## config.mk

```make
export PLATFORM = sky130hd
export DESIGN_NAME = vram_bus_arbiter
export DESIGN_NICKNAME = d
export VERILOG_FILES = /design/src/rtl/vram_bus_arbiter.sv
export SDC_FILE = /design/constraint.sdc
export NUM_CORES = 1
export LEC_CHECK = 0
export ABC_CLOCK_PERIOD_IN_PS = 1910
export CAP_MARGIN = 30
export CORE_MARGIN = 2
export CORE_UTILIZATION = 30
export DETAILED_ROUTE_END_ITERATION = 10
export SYNTH_ARGS = -nofsm -noshare
export SYNTH_HDL_FRONTEND = slang
export SYNTH_SLANG_ARGS = --single-unit
```

## constraint.sdc

```tcl
create_clock -name clk1 -period 1.91 [get_ports clk1]
set_input_delay 0.191 -clock clk1 [delete_from_list [all_inputs] [get_ports clk1]]
set_output_delay 0.191 -clock clk1 [all_outputs]
set_load 0.1 [all_outputs]
```

## src/rtl/vram_bus_arbiter.sv

```systemverilog
// VRAM bus arbiter: fixed-priority PPU > DMA > CPU, two-cycle SETUP/STROBE slots,
// single-cycle REJECT for CPU accesses attempted while the PPU holds the VRAM lock.
module vram_bus_arbiter (
    input  logic        clk1,
    input  logic        reset,
    input  logic        ppu_req,
    input  logic [12:0] ppu_addr,
    input  logic        dma_req,
    input  logic [12:0] dma_addr,
    input  logic        cpu_req,
    input  logic        cpu_we,
    input  logic [12:0] cpu_addr,
    input  logic [7:0]  cpu_wdata,
    input  logic        vram_lock,
    input  logic [7:0]  md_in,
    output logic [12:0] ma,
    output logic [7:0]  md_out,
    output logic        md_oe,
    output logic        mcs,
    output logic        moe,
    output logic        mwr,
    output logic        ppu_ack,
    output logic        dma_ack,
    output logic        cpu_ack,
    output logic [7:0]  rdata,
    output logic        busy
);

    typedef enum logic [1:0] {S_IDLE, S_SETUP, S_STROBE, S_REJECT} state_t;

    localparam logic [1:0] OWN_PPU  = 2'd0;
    localparam logic [1:0] OWN_DMA  = 2'd1;
    localparam logic [1:0] OWN_CPU  = 2'd2;
    localparam logic [1:0] OWN_NONE = 2'd3;

    state_t      r_state;
    state_t      w_state_next;
    logic [1:0]  r_owner;
    logic [12:0] r_addr;
    logic        r_we;
    logic [7:0]  r_wdata;

    logic [12:0] r_ma,      w_ma_next;
    logic [7:0]  r_md_out,  w_md_out_next;
    logic        r_md_oe,   w_md_oe_next;
    logic        r_mcs,     w_mcs_next;
    logic        r_moe,     w_moe_next;
    logic        r_mwr,     w_mwr_next;
    logic        r_ppu_ack, w_ppu_ack_next;
    logic        r_dma_ack, w_dma_ack_next;
    logic        r_cpu_ack, w_cpu_ack_next;
    logic [7:0]  r_rdata,   w_rdata_next;
    logic        r_busy,    w_busy_next;

    logic        w_arb_en;
    logic        w_excl;
    logic        w_ppu_cand;
    logic        w_dma_cand;
    logic        w_cpu_cand;
    logic [1:0]  w_win;
    logic        w_grant;
    logic        w_reject;
    logic [12:0] w_sel_addr;
    logic        w_sel_we;
    logic [7:0]  w_sel_wdata;

    // The slot that just finished (STROBE or REJECT) must not win again this edge.
    assign w_arb_en   = (r_state == S_IDLE) || (r_state == S_STROBE) || (r_state == S_REJECT);
    assign w_excl     = (r_state == S_STROBE) || (r_state == S_REJECT);
    assign w_ppu_cand = ppu_req && !(w_excl && (r_owner == OWN_PPU));
    assign w_dma_cand = dma_req && !(w_excl && (r_owner == OWN_DMA));
    assign w_cpu_cand = cpu_req && !(w_excl && (r_owner == OWN_CPU));
    assign w_win      = w_ppu_cand ? OWN_PPU :
                        w_dma_cand ? OWN_DMA :
                        w_cpu_cand ? OWN_CPU : OWN_NONE;
    assign w_grant    = w_arb_en && (w_win != OWN_NONE);
    assign w_reject   = w_grant && (w_win == OWN_CPU) && vram_lock;

    always_comb begin
        w_sel_addr  = cpu_addr;
        w_sel_we    = 1'b0;
        w_sel_wdata = cpu_wdata;
        unique case (w_win)
            OWN_PPU: w_sel_addr = ppu_addr;
            OWN_DMA: w_sel_addr = dma_addr;
            OWN_CPU: w_sel_we   = cpu_we;
            default: ;
        endcase
    end

    always_ff @(posedge clk1) begin
        if (reset) begin
            r_state <= S_IDLE;
            r_owner <= OWN_NONE;
            r_addr  <= '0;
            r_we    <= 1'b0;
            r_wdata <= '0;
        end else begin
            r_state <= w_state_next;
            if (w_grant) begin
                r_owner <= w_win;
                r_addr  <= w_sel_addr;
                r_we    <= w_sel_we;
                r_wdata <= w_sel_wdata;
            end
        end
    end

    always_comb begin
        w_state_next = S_IDLE;
        unique case (r_state)
            S_SETUP: w_state_next = S_STROBE;
            default: begin
                if (w_grant)
                    w_state_next = w_reject ? S_REJECT : S_SETUP;
                else
                    w_state_next = S_IDLE;
            end
        endcase
    end

    // Outputs are computed for the upcoming state so every port comes straight from a flop.
    always_comb begin
        w_ma_next      = r_ma;
        w_md_out_next  = r_md_out;
        w_md_oe_next   = 1'b0;
        w_mcs_next     = 1'b0;
        w_moe_next     = 1'b0;
        w_mwr_next     = 1'b0;
        w_ppu_ack_next = 1'b0;
        w_dma_ack_next = 1'b0;
        w_cpu_ack_next = 1'b0;
        w_busy_next    = (w_state_next != S_IDLE);
        w_rdata_next   = r_rdata;
        if ((r_state == S_STROBE) && !r_we)
            w_rdata_next = md_in;
        unique case (w_state_next)
            S_SETUP: begin
                w_ma_next    = w_sel_addr;
                w_mcs_next   = 1'b1;
                w_md_oe_next = w_sel_we;
                if (w_sel_we)
                    w_md_out_next = w_sel_wdata;
            end
            S_STROBE: begin
                w_ma_next      = r_addr;
                w_mcs_next     = 1'b1;
                w_moe_next     = !r_we;
                w_mwr_next     = r_we;
                w_md_oe_next   = r_we;
                w_ppu_ack_next = (r_owner == OWN_PPU);
                w_dma_ack_next = (r_owner == OWN_DMA);
                w_cpu_ack_next = (r_owner == OWN_CPU);
            end
            S_REJECT: begin
                w_cpu_ack_next = 1'b1;
                w_rdata_next   = 8'hFF;
            end
            default: ;
        endcase
    end

    always_ff @(posedge clk1) begin
        if (reset) begin
            r_ma      <= '0;
            r_md_out  <= '0;
            r_md_oe   <= 1'b0;
            r_mcs     <= 1'b0;
            r_moe     <= 1'b0;
            r_mwr     <= 1'b0;
            r_ppu_ack <= 1'b0;
            r_dma_ack <= 1'b0;
            r_cpu_ack <= 1'b0;
            r_rdata   <= 8'hFF;
            r_busy    <= 1'b0;
        end else begin
            r_ma      <= w_ma_next;
            r_md_out  <= w_md_out_next;
            r_md_oe   <= w_md_oe_next;
            r_mcs     <= w_mcs_next;
            r_moe     <= w_moe_next;
            r_mwr     <= w_mwr_next;
            r_ppu_ack <= w_ppu_ack_next;
            r_dma_ack <= w_dma_ack_next;
            r_cpu_ack <= w_cpu_ack_next;
            r_rdata   <= w_rdata_next;
            r_busy    <= w_busy_next;
        end
    end

    assign ma      = r_ma;
    assign md_out  = r_md_out;
    assign md_oe   = r_md_oe;
    assign mcs     = r_mcs;
    assign moe     = r_moe;
    assign mwr     = r_mwr;
    assign ppu_ack = r_ppu_ack;
    assign dma_ack = r_dma_ack;
    assign cpu_ack = r_cpu_ack;
    assign rdata   = r_rdata;
    assign busy    = r_busy;

endmodule

```

* After elaboration in Yosys (flattened, before gate mapping)
Cells that the tools add are included.
** Storage, ports and cells
- Output and inout bits :: 37
- Bits of input ports :: 62
- Flip-flop bits (word level) :: 55
- Word-level logic and storage cells :: 65
** Cells by class
- Equal/unequal tests :: 11
- Reduce and logical (&&, ||, !) cells :: 26
- Bitwise operators :: 1
- Mux-type cells :: 12
** Operators by type and width (count)
- $pmux W13 S2 :: 2
- $eq A2 B2 Y1 const B :: 6
- $logic_and A1 B1 Y1 :: 10
- $mux W2 :: 5
- $eq A2 B1 Y1 const B :: 4
- $logic_not A2 Y1 :: 3
- $reduce_or A2 Y1 :: 3
- $logic_not A1 Y1 :: 4
- $pmux W1 S2 :: 2
- $reduce_bool A2 Y1 :: 2
- $logic_or A1 B1 Y1 :: 3
- $mux W1 :: 3
- $ne A2 B2 Y1 const B :: 1
- $reduce_and A2 Y1 :: 1
- $not A1 Y1 :: 1

* Logic depth before layout (Yosys ltp)
- Depth in word-level cells :: 18
- Gate-level depth with buffers :: 7
- Mapped depth without buffers :: 4

* Worst setup path before layout
Ideal clock, no wire load.
- Kind :: register -> register
- From :: reg r_owner[0]
- To :: reg r_ma[5], in the netlist ma[5]
- Buffers on the path :: 2
- Setup slack :: 0.357 ns
- Cell stages (with the launch flop) :: 7
- Arrival time :: 1.416 ns
- Period minus slack after synthesis :: 1.553 ns
- Cells stage by stage :: dfxtp_1 buf_4 or3b_1 buf_2 a32o_1 o221ai_2 a311oi_2
** On the way
- Longest elaborated chain between the ends :: 16
- Elaborated cells between the ends (all ways) :: 30
- Those cells by class :: 7 x eq/ne; 8 x mux; 15 x reduce/logical
** RTL lines
- start: declaration :: line 38 : logic [1:0] r_owner;
- start signal: assignment :: line 101 : r_owner <= w_win;
- $eq A2 B2 Y1 :: line 72 : assign w_cpu_cand = cpu_req && !(w_excl && (r_owner == OWN_CPU));
- $logic_and A1 B1 Y1 :: line 72
- $logic_not A1 Y1 :: line 72
- $logic_and A1 B1 Y1 :: line 72
- $mux W1 :: line 75 : w_cpu_cand ? OWN_CPU : OWN_NONE;
- $mux W2 :: line 74 : w_dma_cand ? OWN_DMA :
- $mux W2 (*) :: line 73 : assign w_win = w_ppu_cand ? OWN_PPU :
- $ne A2 B2 Y1 :: line 76 : assign w_grant = w_arb_en && (w_win != OWN_NONE);
- $logic_and A1 B1 Y1 :: line 76
- $logic_and A1 B1 Y1 (2 in series) :: line 77 : assign w_reject = w_grant && (w_win == OWN_CPU) && vram_lock;
- $mux W2 :: line 115 : w_state_next = w_reject ? S_REJECT : S_SETUP;
- $mux W2 :: line 114 : if (w_grant)
- $mux W2 :: line 111 : unique case (r_state)
- $eq A2 B2 Y1 / $eq A2 B1 Y1 (equally long branches) :: line 137 : unique case (w_state_next)
- $pmux W13 S2 / $reduce_bool A2 Y1 (equally long branches)
- end signal: assignment :: line 177 : r_ma <= w_ma_next;
- end: declaration :: line 43 : logic [12:0] r_ma, w_ma_next;
Every way passes the cells marked *; elsewhere a longest branch is shown, timed or not.
A chain may end at the register's enable or synchronous reset.

* Worst setup path after layout
- From :: reg r_owner[0]
- To :: reg r_addr[4]
** On the way
- Longest elaborated chain between the ends :: 9
- Elaborated cells between the ends (all ways) :: 20
- Those cells by class :: 4 x eq/ne; 4 x mux; 12 x reduce/logical
** RTL lines
- $eq A2 B2 Y1 :: line 72
- $logic_and A1 B1 Y1 :: line 72
- $logic_not A1 Y1 :: line 72
- $logic_and A1 B1 Y1 :: line 72
- $mux W1 :: line 75
- $mux W2 :: line 74
- $mux W2 (*) :: line 73
- $eq A2 B1 Y1 (tied with other cells) :: line 83 : unique case (w_win)
- $pmux W13 S2 / $logic_and A1 B1 Y1 (equally long branches) :: line 83, 76
- end signal: assignment :: line 102 : r_addr <= w_sel_addr;
- end: declaration :: line 39 : logic [12:0] r_addr;
Marks and branches as above.

==> results.md <==
* Outcome: complete, no violations
* # hold bufs at CTS at 0
* Vias in the first global route at 2,536
* Final Power at 3300 uW
* Worst Path Arrival at 1.95 ns
* Die area at 0.00977 mm2
* Synthesized flop and latch total at 55
* Top FF cell, synth: dfxtp_1
* Critical path class: reg -> reg
* First drt pass iteration count at 4
* Fin Hold WS at 0.297 ns
* RSZ-0062 raised after global routing: false
* First-pass GRT wire length at 12,400 um
* Hold path endpoint: md_out[7]
* Iteration-0 DRC Markers at 145
* Fillcell total at 884
* Hold crit path type: in -> reg
* CTS tree: built
* Post-route DRC at 0
* Crit path required time at 2.11 ns
* Die height at 98.8 um
* Sink Count at 55
* Ant diodes at 0
* Core Region at 0.00872 mm2
* Max incr delay on CP at 0.54 ns
* Worst Hold Launch: reset
* Number of synthesized flops with an enable pin at 0
* Gp weighted congestion at 0.741
* Synthesized area per cell at 9.18 um2
* F_max at 570 MHz
* Slew Limit Fails at 0
* IO Count at 99
* GRT Total Usage at 15.6%
* CP delay by family, top: flip-flops
* Gr ovfl total at 0
* Num CTS Buffers at 5
* DR vias/cell at 5.09
* Clk root buf: clkbuf_8
* Highest net fanout along the worst path at 9
* Worst-path clk slew at 0.10 ns
* Drt total wl at 7710 um
* Ys Warns at 0
* Syn Inst Count at 294
* Worst slew pin tran at 0.478 ns
* PwrDens at 833 mW/mm2
* Syn Nets at 356
* Synthesized area at 0.00270 mm2
* Post-synth cell types at 52
* CTS max path bufs at 2
* Post-DRT Antenna Nets at 0
* Number of max-cap violations at 0
* Worst flop-to-flop path endpoint: r_addr[4]
* Die X at 98.8 um
* Proportion of layout cells with a drive suffix above 1 at 26.6%
* Final Net Count at 464
* CP Cell Sequence: mux2i_4 -> a21oi_2 -> buf_4 -> o221ai_2 -> o22ai_2
* Starting density of the core at 30.9%
* Lkg Pwr at 0.00151 uW
* CP startpoint: r_owner[0]
* Routed via count at 2,600
* Worst setup SP type: flop
* P&R area growth vs syn at 46.9%
* Register area share after synthesis at 40.8%
* Endpoints failing setup at 0
* H-tree levels at 2
* Synth async-reset ratio at 0%
* Final Hold Violating Endpoints at 0
* Slowest cell on crit path: dfxtp_1
* Critical path buffer and inverter count at 1
* Cell row count at 34
* Detailed Place HPWL at 5770 um
* Relative slew slack at 68.0%
* Maximum vdd ir drop at 460 uV
* WL/cell at 15.1 um
* Worst Hold Depth at 2
* CP Capture Type: flop
* Largest net degree at the start of global routing at 22
* Initial antenna violation count at 0
* R2R setup slack at 0.15 ns
* Number of I/O port buffers at 98
* Skew-Pair Late Insertion Delay at 0.31 ns
* Clock skew at 0.00838 ns
* Period utilization at 91.9%
* Fin crit period at 1.76 ns
* Path depth of the worst reg2reg path at 5
* R2r startpoint: r_owner[0]
==> final cells by class <==
cell class                 count  area, um2  area share [%]
multi-input combinational    207       1450            36.6
timing repair buffer         127       1140            28.7
sequential                    55       1100            27.8
tap                          108        135            3.41
clock buffer                   6       82.6            2.08
clock inverter                 2       35.0           0.884
inverter                       6       22.5           0.568
==> worst max-delay path by stage <==
stage | to | slack (ns) | cells past startpoint
3_5_place_dp | ma[7] | -0.13 | 5
5_1_grt | md_out[4] | 0.002 | 5
2_1_floorplan | ma[5] | 0.36 | 6
4_1_cts | ma[7] | 0.07 | 4
3_3_place_gp | ma[10] | -0.05 | 5
6_report | r_addr[4] | 0.15 | 5
==> kinds of logic (layout without fill, tap and decap cells) <==
logic type / after synthesis / count (layout) / synth area share [%]
flops: 55 / 55 / 40.8
mux: 1 / 1 / 0.835
compound gates: 98 / 98 / 29.7
simple gates: 108 / 108 / 22.5
buf+inv: 32 / 141 / 6.12
==> layout by cell type (no fill, tap or decap), types with 2 or more instances in the layout <==
| cell type | count |
|---|---|
| a21boi_1 | 3 |
| a21oi_1 | 15 |
| a311oi_2 | 3 |
| a31oi_1 | 10 |
| a32o_1 | 3 |
| and3_1 | 2 |
| buf_12 | 3 |
| buf_4 | 63 |
| clkbuf_8 | 6 |
| clkdlybuf4s50_1 | 60 |
| dfxtp_1 | 55 |
| inv_1 | 5 |
| nand2_1 | 21 |
| nand2b_1 | 12 |
| nand3_1 | 20 |
| nand3b_1 | 10 |
| nand3b_2 | 3 |
| nand4_1 | 2 |
| nor2_1 | 12 |
| nor2b_1 | 13 |
| nor3_1 | 4 |
| o211ai_4 | 2 |
| o21ai_0 | 12 |
| o21ai_1 | 11 |
| o221ai_2 | 12 |
| o22ai_1 | 11 |
| o22ai_2 | 2 |
| o32ai_1 | 3 |
==> synthesized netlist by cell type, drive strengths merged, types with 4 or more instances <==
cell type | count | area share, %
nor3 | 4 | 0.74
nor2 | 12 | 1.7
nand2b | 12 | 2.8
nor2b | 13 | 3.0
dfxtp | 55 | 41
nand3 | 20 | 3.7
clkbuf | 8 | 1.1
o21ai | 24 | 4.6
nand2 | 22 | 3.2
o221ai | 13 | 7.0
buf | 18 | 4.2
a31oi | 11 | 3.1
nand3b | 13 | 4.0
inv | 6 | 0.83
a21oi | 16 | 3.1
o22ai | 13 | 3.5
==> per-stage QoR <==
stage               setup slack (ns)  util (%)  cell area, um2  std cells  setup TNS (ns)
floorplan                      0.357         -            2700        294               0
global placement             -0.0458      43.8            3820        502          -0.478
detailed placement            -0.127      43.8            3820        502           -1.95
CTS                           0.0688      45.2            3940        510               0
global route                 0.00229      45.5            3960        511               0
finish                         0.154      45.5            3960        511               0
==> power breakdown <==
group / switching [uW] / total, uW / internal (uW) / leakage (uW)
clock: 377 / 802 / 425 / 0.0000612
combinational: 774 / 1190 / 420 / 0.000998
sequential: 57.2 / 1310 / 1250 / 0.000453
total: 1210 / 3300 / 2090 / 0.00151
==> per-layer routing <==
layer	routed length [um]	GRT usage, %	vias to the layer above	part of all wire, %
li1	-	-	1304	-
met1	3680	21.7	1208	48
met2	3430	24.5	82	44
met3	540	3.90	6	7.0
met4	61	3.27	0	0.79
met5	0	0	-	0
==> timing repair <==
item	in CTS	in global routing
setup endpoints to repair	0	29
resized for setup	0	3
setup buffers	0	1
endpoints found under the hold margin	0	0
==> registers in the layout (all words and copies together), names as in the netlist, 2 cells and up <==
signal   cells
md_out       8
r_state      2
r_owner      2
rdata        8
ma          13
r_addr      13
Power figures use the tool's default switching activity.
